<file path="src/rtl/traffic_pkg.sv">
// Shared light encodings, FSM state codes, fault-code bit indices and code-check helpers
// for the traffic lamp safety driver.
package traffic_pkg;

    localparam int unsigned LT_W = 3;

    typedef logic [LT_W-1:0] light_t;

    localparam light_t LT_RED = 3'b100;
    localparam light_t LT_YEL = 3'b010;
    localparam light_t LT_GRN = 3'b001;
    localparam light_t LT_OFF = 3'b000;

    typedef struct packed {
        light_t m1;
        light_t m2;
        light_t mt;
        light_t s;
    } lamp_set_t;

    localparam logic [1:0] ST_RUN     = 2'd0;
    localparam logic [1:0] ST_FAULT   = 2'd1;
    localparam logic [1:0] ST_RECOVER = 2'd2;

    localparam int unsigned FC_INVALID  = 0;
    localparam int unsigned FC_CONFLICT = 1;
    localparam int unsigned FC_STALL    = 2;

    function automatic logic is_onehot(input light_t c);
        return (c == LT_RED) || (c == LT_YEL) || (c == LT_GRN);
    endfunction

    // Yellow or green bit lit means the approach is released.
    function automatic logic is_active(input light_t c);
        return c[1] | c[0];
    endfunction

endpackage

</file>
<file path="src/rtl/traffic_lamp_safety_driver_if.sv">
// Controller-to-lamp-driver bundle: light codes and fault clear in, lamp drive and fault status out.
interface traffic_lamp_safety_driver_if;

    traffic_pkg::light_t light_M1;
    traffic_pkg::light_t light_M2;
    traffic_pkg::light_t light_MT;
    traffic_pkg::light_t light_S;
    logic                fault_clr;
    traffic_pkg::light_t lamp_M1;
    traffic_pkg::light_t lamp_M2;
    traffic_pkg::light_t lamp_MT;
    traffic_pkg::light_t lamp_S;
    logic                fault;
    logic [2:0]          fault_code;

    modport master (
        output light_M1, light_M2, light_MT, light_S, fault_clr,
        input  lamp_M1, lamp_M2, lamp_MT, lamp_S, fault, fault_code
    );

    modport slave (
        input  light_M1, light_M2, light_MT, light_S, fault_clr,
        output lamp_M1, lamp_M2, lamp_MT, lamp_S, fault, fault_code
    );

endinterface

</file>
<file path="src/rtl/traffic_blink_gen.sv">
// Fail-safe blink phase: prescaled by BLINK_DIV while enabled, parked at phase-on otherwise.
module traffic_blink_gen #(
    parameter int unsigned BLINK_DIV = 1
) (
    input  logic clk,
    input  logic rst_n,
    input  logic en_i,
    output logic phase_on_o
);

    localparam int unsigned DW = (BLINK_DIV > 1) ? $clog2(BLINK_DIV) : 1;

    logic [DW-1:0] div_q, div_d;
    logic          phase_q, phase_d;

    always_comb begin
        div_d   = '0;
        phase_d = 1'b1;
        if (en_i) begin
            phase_d = phase_q;
            if (div_q == DW'(BLINK_DIV - 1)) begin
                phase_d = ~phase_q;
            end else begin
                div_d = div_q + DW'(1);
            end
        end
    end

    always_ff @(posedge clk or negedge rst_n) begin
        if (!rst_n) begin
            div_q   <= '0;
            phase_q <= 1'b1;
        end else begin
            div_q   <= div_d;
            phase_q <= phase_d;
        end
    end

    assign phase_on_o = phase_q;

endmodule

</file>
<file path="src/rtl/traffic_lamp_safety_driver.sv">
// Lamp driver with conflict/encoding monitor, latched flashing-red fail-safe and all-red recovery.
// Optional stall watchdog enabled by defining STALL_WDT_EN.
module traffic_lamp_safety_driver
    import traffic_pkg::*;
#(
    parameter int unsigned CONFLICT_CYC = 2,
    parameter int unsigned RECOVER_CYC  = 4,
    parameter int unsigned BLINK_DIV    = 1
`ifdef STALL_WDT_EN
    ,
    parameter int unsigned WDT_CYC      = 12
`endif
) (
    input  logic                        clk,
    input  logic                        rst_n,
    traffic_lamp_safety_driver_if.slave bus
);

    localparam int unsigned VW = $clog2(CONFLICT_CYC + 1);
    localparam int unsigned RW = $clog2(RECOVER_CYC + 1);
    localparam lamp_set_t   ALL_RED = '{m1: LT_RED, m2: LT_RED, mt: LT_RED, s: LT_RED};
    localparam lamp_set_t   ALL_OFF = '{m1: LT_OFF, m2: LT_OFF, mt: LT_OFF, s: LT_OFF};

    lamp_set_t     lights_q;
    logic [1:0]    state_q, state_d;
    logic [VW-1:0] vcnt_q, vcnt_d;
    logic [RW-1:0] rcnt_q, rcnt_d;
    logic [2:0]    fc_q, fc_d;
    logic          invalid_c, conflict_c, viol_c, vhit_c, stall_hit_c;
    logic          phase_on;
    lamp_set_t     lamps_c;

    always_ff @(posedge clk or negedge rst_n) begin
        if (!rst_n) begin
            lights_q <= ALL_RED;
        end else begin
            lights_q <= lamp_set_t'({bus.light_M1, bus.light_M2, bus.light_MT, bus.light_S});
        end
    end

    // Monitor on the registered codes; the filter counter saturates at the threshold.
    always_comb begin
        invalid_c  = !is_onehot(lights_q.m1) || !is_onehot(lights_q.m2) ||
                     !is_onehot(lights_q.mt) || !is_onehot(lights_q.s);
        conflict_c = (is_active(lights_q.s) && (is_active(lights_q.m1) || is_active(lights_q.m2) ||
                                                is_active(lights_q.mt))) ||
                     (is_active(lights_q.mt) && is_active(lights_q.m2));
        viol_c     = invalid_c || conflict_c;
        vhit_c     = viol_c && (vcnt_q >= VW'(CONFLICT_CYC - 1));
        vcnt_d     = '0;
        if (viol_c) begin
            vcnt_d = (vcnt_q == VW'(CONFLICT_CYC)) ? vcnt_q : vcnt_q + VW'(1);
        end
    end

`ifdef STALL_WDT_EN
    localparam int unsigned WW = $clog2(WDT_CYC + 1);

    lamp_set_t     prev_q;
    logic [WW-1:0] wcnt_q, wcnt_d;
    logic          chg_c;

    always_ff @(posedge clk or negedge rst_n) begin
        if (!rst_n) begin
            prev_q <= ALL_RED;
            wcnt_q <= '0;
        end else begin
            prev_q <= lights_q;
            wcnt_q <= wcnt_d;
        end
    end

    // Age of the registered code set, only tracked while running.
    always_comb begin
        chg_c       = (lights_q != prev_q);
        wcnt_d      = '0;
        stall_hit_c = 1'b0;
        if ((state_q == ST_RUN) && !chg_c) begin
            stall_hit_c = (wcnt_q >= WW'(WDT_CYC - 1));
            wcnt_d      = (wcnt_q == WW'(WDT_CYC)) ? wcnt_q : wcnt_q + WW'(1);
        end
    end
`else
    assign stall_hit_c = 1'b0;
`endif

    always_ff @(posedge clk or negedge rst_n) begin
        if (!rst_n) begin
            state_q <= ST_RECOVER;
            vcnt_q  <= '0;
            rcnt_q  <= '0;
            fc_q    <= '0;
        end else begin
            state_q <= state_d;
            vcnt_q  <= vcnt_d;
            rcnt_q  <= rcnt_d;
            fc_q    <= fc_d;
        end
    end

    // Fault code latches the causes present on the entry cycle and holds until cleared.
    always_comb begin
        state_d = state_q;
        rcnt_d  = '0;
        fc_d    = fc_q;
        case (state_q)
            ST_RUN: begin
                if (vhit_c || stall_hit_c) begin
                    state_d               = ST_FAULT;
                    fc_d[FC_INVALID]      = invalid_c;
                    fc_d[FC_CONFLICT]     = conflict_c;
                    fc_d[FC_STALL]        = stall_hit_c;
                end
            end
            ST_FAULT: begin
                if (!viol_c && bus.fault_clr) begin
                    state_d = ST_RECOVER;
                    fc_d    = '0;
                end
            end
            ST_RECOVER: begin
                if (vhit_c) begin
                    state_d               = ST_FAULT;
                    fc_d[FC_INVALID]      = invalid_c;
                    fc_d[FC_CONFLICT]     = conflict_c;
                    fc_d[FC_STALL]        = 1'b0;
                end else if (!viol_c) begin
                    if (rcnt_q >= RW'(RECOVER_CYC - 1)) begin
                        state_d = ST_RUN;
                    end else begin
                        rcnt_d = rcnt_q + RW'(1);
                    end
                end
            end
            default: state_d = ST_RECOVER;
        endcase
    end

    traffic_blink_gen #(
        .BLINK_DIV (BLINK_DIV)
    ) u_blink (
        .clk        (clk),
        .rst_n      (rst_n),
        .en_i       (state_q == ST_FAULT),
        .phase_on_o (phase_on)
    );

    always_comb begin
        lamps_c = ALL_RED;
        case (state_q)
            ST_RUN:   lamps_c = lights_q;
            ST_FAULT: lamps_c = phase_on ? ALL_RED : ALL_OFF;
            default:  lamps_c = ALL_RED;
        endcase
    end

    assign bus.lamp_M1    = lamps_c.m1;
    assign bus.lamp_M2    = lamps_c.m2;
    assign bus.lamp_MT    = lamps_c.mt;
    assign bus.lamp_S     = lamps_c.s;
    assign bus.fault      = (state_q == ST_FAULT);
    assign bus.fault_code = fc_q;

endmodule

</file>
<file path="src/flat_wrapper.sv">
// flat-port wrapper written by rule: the top's interface ports become plain ports
module traffic_lamp_safety_driver_flat import traffic_pkg::*;
#(
    parameter int unsigned CONFLICT_CYC = 2,
    parameter int unsigned RECOVER_CYC  = 4,
    parameter int unsigned BLINK_DIV    = 1

)
  (clk, rst_n, bus_light_M1, bus_light_M2, bus_light_MT, bus_light_S, bus_fault_clr, bus_lamp_M1, bus_lamp_M2, bus_lamp_MT, bus_lamp_S, bus_fault, bus_fault_code);
  traffic_lamp_safety_driver_if bus_i ();
  input  logic clk;
  input  logic rst_n;
  input wire logic [$bits(bus_i.light_M1)-1:0] bus_light_M1;
  input wire logic [$bits(bus_i.light_M2)-1:0] bus_light_M2;
  input wire logic [$bits(bus_i.light_MT)-1:0] bus_light_MT;
  input wire logic [$bits(bus_i.light_S)-1:0] bus_light_S;
  input wire logic [$bits(bus_i.fault_clr)-1:0] bus_fault_clr;
  output wire logic [$bits(bus_i.lamp_M1)-1:0] bus_lamp_M1;
  output wire logic [$bits(bus_i.lamp_M2)-1:0] bus_lamp_M2;
  output wire logic [$bits(bus_i.lamp_MT)-1:0] bus_lamp_MT;
  output wire logic [$bits(bus_i.lamp_S)-1:0] bus_lamp_S;
  output wire logic [$bits(bus_i.fault)-1:0] bus_fault;
  output wire logic [$bits(bus_i.fault_code)-1:0] bus_fault_code;
  assign bus_i.light_M1 = bus_light_M1;
  assign bus_i.light_M2 = bus_light_M2;
  assign bus_i.light_MT = bus_light_MT;
  assign bus_i.light_S = bus_light_S;
  assign bus_i.fault_clr = bus_fault_clr;
  assign bus_lamp_M1 = bus_i.lamp_M1;
  assign bus_lamp_M2 = bus_i.lamp_M2;
  assign bus_lamp_MT = bus_i.lamp_MT;
  assign bus_lamp_S = bus_i.lamp_S;
  assign bus_fault = bus_i.fault;
  assign bus_fault_code = bus_i.fault_code;
  traffic_lamp_safety_driver #(.CONFLICT_CYC(CONFLICT_CYC), .RECOVER_CYC(RECOVER_CYC), .BLINK_DIV(BLINK_DIV)) u_core (.clk(clk), .rst_n(rst_n), .bus(bus_i));
endmodule
</file>
<file path="config.mk">
export PLATFORM = sky130hd
export DESIGN_NAME = traffic_lamp_safety_driver_flat
export DESIGN_NICKNAME = d
export VERILOG_FILES = /design/src/rtl/traffic_pkg.sv /design/src/rtl/traffic_lamp_safety_driver_if.sv /design/src/rtl/traffic_blink_gen.sv /design/src/rtl/traffic_lamp_safety_driver.sv /design/src/flat_wrapper.sv
export SDC_FILE = /design/constraint.sdc
export NUM_CORES = 1
export LEC_CHECK = 0
export BUFFER_PORTS_ARGS = -buffer_cell sky130_fd_sc_hd__buf_2
export CAP_MARGIN = 20
export CORE_UTILIZATION = 25
export CTS_CLUSTER_DIAMETER = 200
export DETAILED_ROUTE_END_ITERATION = 16
export MAX_ROUTING_LAYER = met4
export PLACE_DENSITY = 0.44
export SLEW_MARGIN = 0
export SYNTH_ARGS = -nofsm -noshare
export SYNTH_HDL_FRONTEND = slang
export SYNTH_SLANG_ARGS = --single-unit
</file>
<file path="constraint.sdc">
create_clock -name clk -period 1.75 [get_ports clk]
set_input_delay 0.0875 -clock clk [delete_from_list [all_inputs] [get_ports clk]]
set_output_delay 0.0875 -clock clk [all_outputs]
set_load 0.02 [all_outputs]
</file>
== Yosys cells after proc, flatten, opt, wreduce, memory -nomap -nowiden ==
Index checks and enable logic that the tools add are counted.
W data, S select, Z words.
Word-level totals
  logic and storage cells: 92
  output and inout port bits: 16
  input bits: 15
  bits in registers: 24
Cells by class
  bitwise operators: 5
  $lt $le $gt $ge: 2
  equal/unequal tests: 22
  muxes and demuxes: 21
  add/subtract/negate cells: 3
  reductions and logical operators: 29
Operator list (number)
  $pmux W12 S2: 1
  $mux W3: 6
  $logic_or A1 B1 Y1: 15
  $mux W2: 7
  $eq A3 B1 Y1 const B: 4
  $eq A3 B2 Y1 const B: 4
  $eq A3 B3 Y1 const B: 4
  $mux W12: 1
  $ne A2 B1 Y1 const B: 3
  $pmux W2 S3: 1
  $pmux W3 S2: 1
  $logic_not A1 Y1: 5
  $eq A2 B2 Y1 const B: 2
  $logic_and A1 B1 Y1: 4
  $mux W1: 4
  $ne A2 B2 Y1 const B: 2
  $or A1 B1 Y1: 4
  $reduce_and A4 Y1: 1
  $add A3 B1 Y3 const B: 1
  $ge A3 B2 Y1 const B: 1
  $ne A3 B1 Y1 const B: 1
  $ne A3 B3 Y1 const B: 1
  $reduce_and A3 Y1: 1
  $add A2 B1 Y2 const B: 1
  other kinds (7): 7

== Longest topological paths before layout ==
Gate-level depths: netlist (run 1).
  depth after elaboration: 12
  mapped depth: 5
  mapped depth without buffers: 5

== Modules after synthesis ==
Synthesis (run 1) repeated with hierarchy kept, for this count alone.
Second synthesis, totals
  cell total of the unflattened synthesis: 97
  area total of the unflattened synthesis: 1034.7 um^2
By module, submodules not included
  traffic_lamp_safety_driver: sequential area each 531.8 um^2, instances 1, area each 1004.7 um^2, cells an instance 95
  traffic_blink_gen: sequential area each 26.3 um^2, instances 1, area each 30.0 um^2, cells an instance 2

== Least setup slack after synthesis (run 1) ==
Ideal clock, no wire load.
  kind: reg-to-reg
  start: register u_core.lights_q[9] (netlist bit)
  end: register u_core.state_q[1]
  arrival time: 1.499 ns
  clock period less this slack: 1.584 ns
  path slack: 0.166 ns
  cell stages (with the launch flop): 6
  setup time: 0.085 ns
  path buffers: 0
  path through: dfrtp_1 -> nor4_4 -> a22oi_2 -> nor4_4 -> a21oi_1 -> o221ai_1
On the way
  longest elaborated chain between the ends: 12
RTL lines
  from (decl): RTL line traffic_lamp_safety_driver.sv:24  | lamp_set_t lights_q;
  from (signal assigned): RTL line traffic_lamp_safety_driver.sv:37  | lights_q <= lamp_set_t'({bus.light_M1, bus.light_M2, bus.light_MT, bus.light_S});
  $eq A3 B3 Y1 or $eq A3 B2 Y1 (tied branches): RTL line traffic_pkg.sv:30  | return (c == LT_RED) || (c == LT_YEL) || (c == LT_GRN);
  $logic_or A1 B1 Y1 (2 in a row): RTL line traffic_pkg.sv:30
  $logic_not A1 Y1: RTL line traffic_lamp_safety_driver.sv:43  | invalid_c = !is_onehot(lights_q.m1) || !is_onehot(lights_q.m2) ||
  $logic_or A1 B1 Y1 (2 in a row): RTL line traffic_lamp_safety_driver.sv:43
  $logic_or A1 B1 Y1: RTL line traffic_lamp_safety_driver.sv:44  | !is_onehot(lights_q.mt) || !is_onehot(lights_q.s);
  $logic_or A1 B1 Y1 (*): RTL line traffic_lamp_safety_driver.sv:48  | viol_c = invalid_c || conflict_c;
  $logic_not A1 Y1: RTL line traffic_lamp_safety_driver.sv:116  | if (!viol_c && bus.fault_clr) begin
  $logic_and A1 B1 Y1: RTL line traffic_lamp_safety_driver.sv:116
  $ne A2 B1 Y1 (no source line)
  $reduce_and A4 Y1 (no source line)
  to (signal assigned): RTL line traffic_lamp_safety_driver.sv:94  | state_q <= state_d;
  to (decl): RTL line traffic_lamp_safety_driver.sv:25  | logic [1:0] state_q, state_d;
Mark *: on every way between the ends. The rest lies on a longest branch, timed or not.
A chain may end at the register's enable or synchronous reset.

== Worst setup path after layout (run 1) ==
Ends and elaborated chain as after synthesis.

==> metrics.md, run 1 <==
| Metric | Value |
|---|---|
| Crit Path Class | `reg2reg` |
| Clock buffer depth | `2` |
| Top cells by count, synth | `16 x sky130_fd_sc_hd__dfrtp_1, 12 x sky130_fd_sc_hd__nor2_1, 9 x sky130_fd_sc_hd__inv_1, 8 x sky130_fd_sc_hd__o21ai_0, 7 x sky130_fd_sc_hd__and2_1` |
| Clock insertion delay at the later pin of the skew report | `260 ps` |
| Count of mapped cells out of synthesis | `97` |
| Overall Global Routing Usage | `11.9%` |
| Most common cell in the netlist | `sky130_fd_sc_hd__dfrtp_1` |
| Post-route DRC | `0` |
| Post-CTS clock slew at the launch and capture registers of the worst setup and hold paths | `80 ps` |
| Peak ir drop on the vdd network | `513 uV` |
| Global-route wire length before repair | `3770 microns` |
| Fin Setup TNS | `0 ps` |
| Share of cells above drive strength 1 | `35.4%` |
| Routed wire length | `2280 microns` |
| Required time reported for the critical path endpoint | `1930 ps` |
| RSZ-0062 raised after global routing | `yes` |
| Post-DP HPWL | `1740 microns` |
| Maximum clock frequency | `0.591 GHz` |
| Footprint of the multi-input gates | `445 sq um` |
| Top flip-flop cell by instance count after synthesis | `sky130_fd_sc_hd__dfrtp_1` |
| Largest net degree at the start of global routing | `23` |
| Global placer's final weighted congestion | `0.717` |
| Count of antenna diodes in the layout | `0` |
| Total gr overflow | `0` |
| Critical path startpoint category | `flip-flop` |
| Critical path capture point type | `flip-flop` |
| Count of flip-flops with a built-in enable after synthesis | `0` |
| Clock tree from TritonCTS | `done` |
| Filler Cells Inserted | `406` |
| Arrival time of the worst setup path | `1870 ps` |
| Clock Root Buffer | `sky130_fd_sc_hd__clkbuf_8` |
| Chip height | `66.5 microns` |
| Clock Sinks | `22` |
| Post-Synth Adder-Cell Area | `4.82%` |
| Critical path peak fanout | `5` |
| Via density | `4.43` |
| Area occupied by registers | `559 sq um` |
| Total via count in the routed design | `860` |
| Synthesized-area fraction occupied by xor and xnor cells | `1.69%` |
| Result of the run | `completed` |
| Post-Synthesis Cell Area | `1040 sq um` |
| Fin worst setup slack | `58.5 ps` |
| Top post-synthesis cells by area | `sky130_fd_sc_hd__dfrtp_1 39%, sky130_fd_sc_hd__dfstp_2 15%, sky130_fd_sc_hd__ha_1 4.8%` |
| Number of antenna violations at the first check in global routing | `0` |
| Routed len/inst | `11.7 microns` |
| Share of the clock period used by the worst path after layout | `96.7%` |
| Vias in the first global route | `838` |
| Filler-free cell count of the finished design | `194` |
| Clock buffers created by TritonCTS | `3` |
| Number of rows in the core area | `23` |
| Antenna violation net count after detailed routing | `0` |
| Net count, final | `164` |
| Areal power density over the cells | `1380 nW/um^2` |
| Distinct cell type count after synthesis | `31` |
| Starting density of the core | `26.0%` |
| Count of boundary I/O pins | `31` |
| Flip-flop and latch count after synthesis | `22` |
| Post-synth net total | `116` |
| Number of port buffers | `29` |
| Core footprint | `4000 sq um` |
| Placed inst area | `1240 sq um` |
| Leakage | `0.671 nW` |
| FFs w/ async S/R, synth | `100%` |
| Final number of hold-violating endpoints | `0` |
| Final critical delay including setup and external delays | `1690 ps` |
| Area grow syn2layout | `41.6%` |
| Compound-cell area share of the yosys netlist | `13.0%` |
| Syn avg cell area | `10.7 sq um` |
| Final cell area excluding filler cells | `1470 sq um` |
| Post-synthesis share of cell area spent on and, or, nand and nor gates | `21.1%` |
| Fraction of the yosys area taken by sequential cells | `53.7%` |
| Die X | `66.5 microns` |
| Iteration-0 DRC Markers | `13` |
| Multiplexer share of the synthesized area | `0.964%` |
| Yosys warning total | `0` |
| Largest area contributor in the synthesized netlist | `sky130_fd_sc_hd__dfrtp_1` |
| Count of pins over their slew limit | `0` |
| Number of endpoints failing setup at the final stage | `0` |
| Classification of the worst-slack hold path | `in2reg` |
| Number of cells after detailed placement | `175` |
| H-tree Lvls | `1` |
| Overall die area | `4420 sq um` |
| Maximum capacitance violations | `0` |
| Largest family of logic cells by synthesized area | `simple AND/OR/NAND/NOR gates` |
| Worst Clk Skew | `1.21 ps` |
| Number of iterations in the first detailed-routing pass | `4` |
| Setup WS pre-CTS | `-15.5 ps` |
| Area fraction of the dominant cell type after synthesis | `38.6%` |
==> critical path, stage by stage (launching register included) <==
cell	delay [ps]
sky130_fd_sc_hd__dfrtp_2	450
sky130_fd_sc_hd__a222oi_1	350
sky130_fd_sc_hd__nand2_1	170
sky130_fd_sc_hd__nor4_4	340
sky130_fd_sc_hd__buf_4	180
sky130_fd_sc_hd__o221ai_1	120
==> timing repair <==
| item | CTS | global route |
|---|---|---|
| buffers inserted | 2 | 0 |
| resized for setup | 0 | 3 |
| setup endpoints to repair | 2 | 8 |
| hold buffers | 13 | 0 |
| pin swaps | 2 | 5 |
| hold endpoints to repair | 28 | 0 |
==> stage by stage <==
| step | util [%] | hold WS (ps) | total power, mW |
|---|---|---|---|
| 6_report | 36.8 | 49.0 | 2.02 |
| 5_1_grt | 36.8 | 41.7 | 2.18 |
| 4_1_cts | 36.5 | 34.0 | 2.04 |
| 3_5_place_dp | 31.1 | 87.1 | 1.54 |
| 3_3_place_gp | 31.1 | 75.8 | 1.53 |
| 2_1_floorplan | - | -208 | 1.24 |
==> path summary, 6_finish.rpt <==
kind / endpoint / depth (start not counted) / slack [ps] / from
worst max-delay path: u_core.state_q[1] / 5 / 60 / u_core.lights_q[9]
worst min-delay path: u_core.state_q[0] / 2 / 50 / bus_fault_clr
worst max register to register: u_core.state_q[1] / 5 / 60 / u_core.lights_q[9]
worst min register to register: u_core.u_blink.phase_on_o / 1 / 450 / u_core.u_blink.phase_on_o
max in group asynchronous: u_core.lights_q[9] / 2 / 1060 / rst_n
min in group asynchronous: u_core.lights_q[4] / 2 / 320 / rst_n
==> area by class of cell <==
type	count	share of cell area, %
clock buffers	3	2.81
inverters	9	2.30
multi-input cells	64	30.3
repair buffers	45	20.3
clock inverters	1	2.04
well taps	50	4.26
flip-flops and latches	22	38.0
==> power breakdown <==
group / total, mW / internal, mW / switching, mW
combinational: 0.831 / 0.328 / 0.503
sequential: 0.723 / 0.616 / 0.107
clock: 0.470 / 0.305 / 0.164
total: 2.02 / 1.25 / 0.774
==> metal layers <==
layer  wire length, microns  share of wire, %  track usage (%)
met4                     14              0.62             4.79
met5                      0                 0                -
met2                   1130                50             19.3
met3                     83               3.6             2.05
met1                   1050                46             14.6
==> flip-flops by register name, summed over array words and instances (netlist names) <==
register / count
u_core.state_q: 2
u_core.lights_q: 12
u_core.u_blink.phase_on_o: 1
u_core.vcnt_q: 2
u_core.rcnt_q: 3
u_core.bus.fault_code: 2
==> kinds of logic after synthesis <==
family                   after synthesis
AND/OR/NAND/NOR                       36
flip-flops                            22
AO/OA/AOI/OAI                         20
buffers and inverters                 11
adder cells (fa/ha/maj)                4
XOR/XNOR                               2
other                                  1
multiplexers                           1
==> placed cells by master (no fill, tap or decap) <==
cell                            instances
sky130_fd_sc_hd__a211oi_1               1
sky130_fd_sc_hd__a21oi_1                4
sky130_fd_sc_hd__a222oi_1               1
sky130_fd_sc_hd__a22oi_2                1
sky130_fd_sc_hd__and2_1                 7
sky130_fd_sc_hd__and2_2                 1
sky130_fd_sc_hd__buf_2                 29
sky130_fd_sc_hd__buf_4                  3
sky130_fd_sc_hd__bufinv_16              1
sky130_fd_sc_hd__clkbuf_8               3
sky130_fd_sc_hd__conb_1                 1
sky130_fd_sc_hd__dfrtp_1               15
sky130_fd_sc_hd__dfrtp_2                1
sky130_fd_sc_hd__dfstp_2                6
sky130_fd_sc_hd__dlygate4sd3_1         13
sky130_fd_sc_hd__ha_1                   4
sky130_fd_sc_hd__inv_1                  9
sky130_fd_sc_hd__mux2i_1                1
sky130_fd_sc_hd__nand2_1                5
sky130_fd_sc_hd__nand3_2                1
sky130_fd_sc_hd__nand4_1                1
sky130_fd_sc_hd__nor2_1                11
sky130_fd_sc_hd__nor2_2                 1
sky130_fd_sc_hd__nor2b_1                1
sky130_fd_sc_hd__nor3_1                 1
sky130_fd_sc_hd__nor4_1                 1
sky130_fd_sc_hd__nor4_4                 2
sky130_fd_sc_hd__nor4b_1                1
sky130_fd_sc_hd__o211ai_2               1
sky130_fd_sc_hd__o21ai_0                8
sky130_fd_sc_hd__o221ai_1               1
sky130_fd_sc_hd__o22ai_1                1
sky130_fd_sc_hd__o2bb2ai_1              1
sky130_fd_sc_hd__o32ai_2                1
sky130_fd_sc_hd__or3_1                  3
sky130_fd_sc_hd__xor2_1                 2
Power figures use the tool's default switching activity.
==> run 2, diff against run 1 <==
CORE_ASPECT_RATIO = 0.8   (was default)
==> run 2 against run 1 <==
- cell area grew 1.4%
- total power grew 0.66%
- sequential cell count did not move
- global-route usage is 0.36 points higher
- critical endpoint unchanged
==> metrics.md, run 2 (same netlist as run 1, synthesis figures left out) <==
| Metric | Value |
|---|---|
| Total power after layout | `2.04 mW (+0.66%)` |
| Buffering stage count on the worst path with inverters included | `0 (-1)` |
| Global-route wire length before repair | `3760 microns (-0.37%)` |
| Count of antenna diodes in the layout | `0 (unchanged)` |
| Setup crit end | `u_core.state_q[1]` |
| Leading cell type in the layout, fill and taps excluded | `sky130_fd_sc_hd__buf_2` |
| Clock buffers created by TritonCTS | `3 (unchanged)` |
| Maximum capacitance violations | `0 (unchanged)` |
| Largest registers | `u_core.lights_q (12), u_core.rcnt_q (3)` |
| Vias in the first global route | `808 (-3.6%)` |
| Critical path origin | `u_core.lights_q[9]` |
| Footprint of the multi-input gates | `443 sq um (-0.56%)` |
| Count of boundary I/O pins | `31 (unchanged)` |
| Flip-flop count of the largest register after layout | `12 (unchanged)` |
| Starting density of the core | `26.8% (+0.81 points)` |
| Iteration-0 DRC Markers | `17 (+4)` |
| Overall Global Routing Usage | `12.2% (+0.36 points)` |
| Critical path depth | `5 (unchanged)` |
| Filler Cells Inserted | `415 (+2.2%)` |
| Most used cells in the layout excluding fill and tap cells | `29 x sky130_fd_sc_hd__buf_2, 14 x sky130_fd_sc_hd__dfrtp_1, 13 x sky130_fd_sc_hd__dlygate4sd3_1, 12 x sky130_fd_sc_hd__nor2_1, 9 x sky130_fd_sc_hd__inv_1` |
| Worst R2R Setup Slack | `90 ps (+30 ps)` |
| Routed len/inst | `11.6 microns (-1.0%)` |
| Total gr overflow | `0 (unchanged)` |
| Filler-free cell count of the finished design | `201 (+3.6%)` |
| Critical path startpoint category | `flip-flop` |
| Leakage | `0.680 nW (+1.4%)` |
| Net count, final | `166 (+1.2%)` |
| Overall die area | `4420 sq um (about the same)` |
| Critical path peak fanout | `5 (unchanged)` |
| Chip height | `59.6 microns (-10%)` |
| Result of the run | `completed` |
| Depth of the most critical reg-to-reg path | `5 (unchanged)` |
| Global placer's final weighted congestion | `0.748 (+4.4%)` |
| Cell family with most CP delay | `simple AND/OR/NAND/NOR gates` |
| Total via count in the routed design | `849 (-1.3%)` |
| Final cell area excluding filler cells | `1490 sq um (+1.4%)` |
| Number of cells after detailed placement | `181 (+3.4%)` |
| Area grow syn2layout | `43.5%` |
| Clock tree from TritonCTS | `done` |
| Number of port buffers | `29 (unchanged)` |
| GRT met1 Usage | `16.1% (+1.5 points)` |
| Via density | `4.22 (-4.7%)` |
| Clock Root Buffer | `sky130_fd_sc_hd__clkbuf_8` |
| Clock buffer depth | `2 (unchanged)` |
| Number of antenna violations at the first check in global routing | `0 (unchanged)` |
| Final critical delay including setup and external delays | `1660 ps (-30.3 ps)` |
| Share of cells above drive strength 1 | `36.3% (+0.88 points)` |
| Cell chain of the critical path | `nor4_4 -> a22oi_2 -> nor4_4 -> a21oi_1 -> o221ai_1` |
| Critical path capture point type | `flip-flop` |
| CP max-delay cell | `sky130_fd_sc_hd__dfrtp_2` |
| Crit Reg-Reg Startpoint | `u_core.lights_q[9]` |
| Final number of hold-violating endpoints | `0 (unchanged)` |
| GR Util met2 | `17.9% (-1.3 points)` |
| Most used routing layer | `met2` |
| Count of pins over their slew limit | `0 (unchanged)` |
| Number of endpoints failing setup at the final stage | `0 (unchanged)` |
| Crit Path Class | `reg2reg` |
| Clock insertion delay at the later pin of the skew report | `260 ps (about the same)` |
| Maximum clock frequency | `0.602 GHz (+1.8%)` |
| Most flops, register | `u_core.lights_q` |
| Post-route DRC | `0 (unchanged)` |
| Worst r2r dst | `u_core.state_q[1]` |
| Classification of the worst-slack hold path | `in2reg` |
| Required time reported for the critical path endpoint | `1940 ps (about the same)` |
| Post-DP HPWL | `1710 microns (-1.8%)` |
| Areal power density over the cells | `1370 nW/um^2 (-0.69%)` |
| Largest net degree at the start of global routing | `23 (unchanged)` |
| Number of iterations in the first detailed-routing pass | `4 (unchanged)` |
| Routed wire length | `2330 microns (+2.5%)` |
| CP max stage delay | `450 ps (about the same)` |
| Clock Sinks | `22 (unchanged)` |
| Share of the clock period used by the worst path after layout | `94.9% (-1.7 points)` |
| Peak ir drop on the vdd network | `884 uV (+72%)` |
| H-tree Lvls | `1 (unchanged)` |
| Placed inst area | `1260 sq um (+1.1%)` |
| Global-route track usage on met3 | `3.57% (+1.5 points)` |
| Cell type with the highest occurrence count on the critical path | `sky130_fd_sc_hd__nor4_4` |
| RSZ-0062 raised after global routing | `yes` |
| Area occupied by registers | `561 sq um (+0.22%)` |
| Core footprint | `3880 sq um (-3.0%)` |
| Antenna violation net count after detailed routing | `0 (unchanged)` |
| Die X | `74.1 microns (+11%)` |
| Post-CTS clock slew at the launch and capture registers of the worst setup and hold paths | `80 ps (about the same)` |
| Worst Clk Skew | `1.51 ps (+0.296 ps)` |
| Number of rows in the core area | `20 (-13%)` |
| Arrival time of the worst setup path | `1850 ps (-20 ps)` |
-- run 2: cell types whose count changed in the layout (fill, tap and decap cells not counted) --
cell and change:
sky130_fd_sc_hd__buf_4 +2, sky130_fd_sc_hd__nor2_2 -1, sky130_fd_sc_hd__dfrtp_2 +1, sky130_fd_sc_hd__dfrtp_1 -1, sky130_fd_sc_hd__nor2_1 +1
-- run 2: how the worst min path moves through the flow --
stage | cells past startpoint | start | end
after floorplan | 0 | rst_n | u_core.bus.fault_code[0]
after global placement | 1 | rst_n | u_core.lights_q[3]
after detailed placement | 1 | rst_n | u_core.lights_q[0]
after CTS | 2 | bus_fault_clr | u_core.state_q[0]
after global routing | 2 | bus_fault_clr | u_core.state_q[0]
final | 2 | bus_fault_clr | u_core.state_q[0]
-- run 2: layout make-up --
| type | count | area share, % |
|---|---|---|
| Sequential cell | 22 | 37.6 |
| Tap cell | 55 | 4.62 |
| Clock buffer | 3 | 2.77 |
| Clock inverter | 1 | 2.02 |
| Multi-Input combinational cell | 64 | 29.7 |
| Timing Repair Buffer | 47 | 21.0 |
| Inverter | 9 | 2.27 |
-- run 2: where the power goes --
| group | internal [mW] | switching, mW | total, mW |
|---|---|---|---|
| clock | 0.306 | 0.172 | 0.478 |
| sequential | 0.616 | 0.103 | 0.719 |
| combinational | 0.330 | 0.511 | 0.841 |
-- run 2: metal layers --
metal / vias up / share of wire, % / routed length [microns]
met5: - / 0 / 0
met4: 0 / 1.2 / 27
met3: 2 / 5.0 / 116
met2: 19 / 44 / 1020
met1: 398 / 50 / 1170
li1: 430 / - / -
-- run 2: repair_timing --
item,in CTS,in global routing
hold endpoints to repair,28,0
setup endpoints to repair,0,6
resized for setup,0,3
buffers inserted,0,3
hold buffers,13,0
-- run 2: per-stage QoR --
step / hold WS, ps / worst slack (ps) / setup TNS [ps] / utilization, %
finish: 40.8 / 88.8 / 0 / 38.4
global route: 36.8 / -85.7 / -133 / 38.4
CTS: 30.9 / 3.61 / 0 / 37.6
detailed placement: 89.1 / 31.2 / 0 / 32.4
global placement: 76.1 / 61.7 / 0 / 32.4
floorplan: -208 / 166 / 0 / -
==> run 3, diff against run 2 <==
ABC_AREA = 1   (was default)
PLACE_DENSITY = 0.43   (was 0.44)
clock period = 1.76 ns   (was 1.75 ns; I/O delays follow)
==> run 3 against run 2 <==
- non-clock buffer count is 5 lower
- via count is 8.5% higher
- combinational power shrank 0.5%
- cell area is 0.92% lower
- critical endpoint is now bus_fault
==> metrics.md, run 3 <==
| Metric | Value |
|---|---|
| Clock tree from TritonCTS | `done` |
| Largest registers | `u_core.lights_q (12), u_core.rcnt_q (3)` |
| Largest area contributor in the synthesized netlist | `sky130_fd_sc_hd__dfrtp_1` |
| Die X | `75.6 microns (+2.0%)` |
| Final number of hold-violating endpoints | `0 (unchanged)` |
| Buffering stage count on the worst path with inverters included | `2 (+2)` |
| Starting density of the core | `25.9% (-0.87 points)` |
| Area occupied by registers | `558 sq um (-0.45%)` |
| Area fraction of the dominant cell type after synthesis | `37.0% (-1.6 points)` |
| Post-DP HPWL | `1770 microns (+3.6%)` |
| Leading cell type in the layout, fill and taps excluded | `sky130_fd_sc_hd__buf_2` |
| Setup WS pre-CTS | `224 ps (+193 ps)` |
| Maximum capacitance violations | `0 (unchanged)` |
| Share of the clock period used by the worst path after layout | `89.4%` |
| Post-CTS clock slew at the launch and capture registers of the worst setup and hold paths | `80 ps (about the same)` |
| Arrival time of the worst setup path | `1480 ps (-370 ps)` |
| Top post-synthesis cells by area | `sky130_fd_sc_hd__dfrtp_1 37%, sky130_fd_sc_hd__dfstp_2 15%, sky130_fd_sc_hd__nand2_1 9.4%` |
| Distinct cell type count after synthesis | `23 (-26%)` |
| Number of cells after detailed placement | `214 (+18%)` |
| Fin worst setup slack | `187 ps (+98.6 ps)` |
| Global placer's final weighted congestion | `0.745 (-0.49%)` |
| Fraction of the yosys area taken by sequential cells | `51.6% (-2.2 points)` |
| Overall die area | `4600 sq um (+4.1%)` |
| H-tree Lvls | `1 (unchanged)` |
| Via density | `3.99 (-5.6%)` |
| Global-route track usage on met3 | `3.49% (-0.083 points)` |
| Cell family with most CP delay | `flip-flops` |
| Post-Synthesis Cell Area | `1080 sq um (+4.2%)` |
| Flip-flop and latch count after synthesis | `22 (unchanged)` |
| Number of antenna violations at the first check in global routing | `0 (unchanged)` |
| Number of port buffers | `29 (unchanged)` |
| Resized Gates After CTS | `0 (unchanged)` |
| Top flip-flop cell by instance count after synthesis | `sky130_fd_sc_hd__dfrtp_1` |
| Critical path peak fanout | `8 (+3)` |
| Most flops, register | `u_core.lights_q` |
| Required time reported for the critical path endpoint | `1670 ps (-270 ps)` |
| Classification of the worst-slack hold path | `in2reg` |
| Worst Clk Skew | `2.06 ps (+0.555 ps)` |
| Core Util, Final | `35.3% (-3.1 points)` |
| Number of endpoints failing setup at the final stage | `0 (unchanged)` |
| Hold_ws | `194 ps (+153 ps)` |
| Flip-flop count of the largest register after layout | `12 (unchanged)` |
| Overall Global Routing Usage | `12.4% (+0.12 points)` |
| Net count, final | `194 (+17%)` |
| Cell chain of the critical path | `inv_1 -> nor2_1 -> buf_2` |
| Yosys warning total | `0 (unchanged)` |
| Number of rows in the core area | `21 (+5.0%)` |
| Count of flip-flops with a built-in enable after synthesis | `0 (unchanged)` |
| Most used cells in the layout excluding fill and tap cells | `29 x sky130_fd_sc_hd__buf_2, 27 x sky130_fd_sc_hd__nand2_1, 24 x sky130_fd_sc_hd__inv_1, 19 x sky130_fd_sc_hd__nor2_1, 16 x sky130_fd_sc_hd__dfrtp_1` |
| Leakage | `0.778 nW (+14%)` |
| Largest net degree at the start of global routing | `23 (unchanged)` |
| Clock Root Buffer | `sky130_fd_sc_hd__clkbuf_8` |
| Chip height | `60.9 microns (+2.0%)` |
| Clock insertion delay at the later pin of the skew report | `260 ps (about the same)` |
| Top cells by count, synth | `27 x sky130_fd_sc_hd__nand2_1, 24 x sky130_fd_sc_hd__inv_1, 19 x sky130_fd_sc_hd__nor2_1, 16 x sky130_fd_sc_hd__dfrtp_1, 8 x sky130_fd_sc_hd__nand3_1` |
| Result of the run | `completed` |
| Post-synth net total | `148 (+28%)` |
| CP max-delay cell | `sky130_fd_sc_hd__dfrtp_1` |
| Share of cells above drive strength 1 | `27.0% (-9.3 points)` |
| Core footprint | `4180 sq um (+7.7%)` |
| Most used routing layer | `met2` |
| RSZ-0062 raised after global routing | `no` |
| Count of antenna diodes in the layout | `0 (unchanged)` |
| Number of iterations in the first detailed-routing pass | `3 (-1)` |
| Clock buffers created by TritonCTS | `3 (unchanged)` |
| Setup fix buffers added after clock tree synthesis | `0 (unchanged)` |
| Total via count in the routed design | `921 (+8.5%)` |
| Peak ir drop on the vdd network | `463 uV (-48%)` |
| Syn avg cell area | `8.39 sq um (-22%)` |
| Critical path startpoint category | `flip-flop` |
| Maximum clock frequency | `0.636 GHz` |
| Final cell area excluding filler cells | `1480 sq um (-0.92%)` |
| Filler Cells Inserted | `462 (+11%)` |
| GRT met1 Usage | `15.2% (-0.88 points)` |
| CP max stage delay | `510 ps (+60 ps)` |
| Global-route wire length before repair | `3970 microns (+5.7%)` |
| Fin Setup TNS | `0 ps (unchanged)` |
| Placed inst area | `1290 sq um (+2.8%)` |
| Total power after layout | `1.90 mW (-6.6%)` |
| FFs w/ async S/R, synth | `100% (unchanged)` |
| Area grow syn2layout | `36.4%` |
| Count of pins over their slew limit | `0 (unchanged)` |
| Count of mapped cells out of synthesis | `129 (+33%)` |
| Crit Path Class | `reg2out` |
| Total gr overflow | `0 (unchanged)` |
| Most common cell in the netlist | `sky130_fd_sc_hd__nand2_1` |
| Routed len/inst | `9.99 microns (-14%)` |
| GR Util met2 | `19.6% (+1.7 points)` |
| Routed wire length | `2310 microns (-1.1%)` |
| Clock Sinks | `22 (unchanged)` |
| Critical path capture point type | `output port` |
| Antenna violation net count after detailed routing | `0 (unchanged)` |
| Filler-free cell count of the finished design | `231 (+15%)` |
| Vias in the first global route | `915 (+13%)` |
| Post-route DRC | `0 (unchanged)` |
| Clock buffer depth | `2 (unchanged)` |
| Footprint of the multi-input gates | `427 sq um (-3.7%)` |
| Final critical delay including setup and external delays | `1570 ps` |
| Count of boundary I/O pins | `31 (unchanged)` |
| Iteration-0 DRC Markers | `21 (+4)` |
| Hold Buf Count CTS | `13 (unchanged)` |
| Areal power density over the cells | `1290 nW/um^2 (-5.8%)` |
run 3: changes by cell type after synthesis, moves of 7 or more:
cell / previous run / this run
sky130_fd_sc_hd__nor2_1: 12 / 19
sky130_fd_sc_hd__nand2_1: 5 / 27
sky130_fd_sc_hd__inv_1: 9 / 24
sky130_fd_sc_hd__and2_1: 7 / 0
sky130_fd_sc_hd__nand3_1: 0 / 8
run 3: area by class of cell:
type | instances | share of cell area, %
clock buffer | 4 | 3.73
inverter | 24 | 6.10
multi-input combinational | 82 | 28.9
sequential | 22 | 37.8
tap | 57 | 4.83
timing repair buffer | 42 | 18.6
run 3: cells by family after synthesis:
logic type,after synthesis,share of synthesized area [%]
flip-flops,22,51.6
AND/OR/NAND/NOR,65,27.4
XOR/XNOR,1,0.809
AO/OA/AOI/OAI,11,6.24
other,1,0.346
buffers and inverters,25,9.02
adder cells (fa/ha/maj),4,4.62
run 3: power by group:
group / switching (mW) / internal (mW) / leakage, nW
Combinational: 0.542 / 0.295 / 0.494
Clock: 0.161 / 0.199 / 0.0288
Sequential: 0.0823 / 0.623 / 0.256
run 3: tightest hold or removal path: stages:
cell and delay (ps):
sky130_fd_sc_hd__buf_2 100, sky130_fd_sc_hd__inv_1 100, sky130_fd_sc_hd__o21ai_4 80, sky130_fd_sc_hd__nand2_1 50
run 3: layer usage:
layer,vias to the layer above,wire [microns]
li1,488,-
met1,410,1120
met2,21,1090
met3,2,77
met4,0,27
met5,-,0
run 3: worst paths after layout:
check | start | end | slack, ps | cells after the start
max | u_core.state_q[0] | bus_fault | 190 | 3
min | bus_fault_clr | u_core.state_q[0] | 190 | 4
max reg2reg | u_core.lights_q[2] | u_core.bus.fault_code[0] | 210 | 7
min reg2reg | u_core.u_blink.phase_on_o | u_core.u_blink.phase_on_o | 460 | 1
max in group asynchronous | rst_n | u_core.u_blink.phase_on_o | 1090 | 2
min in group asynchronous | rst_n | u_core.lights_q[4] | 310 | 2
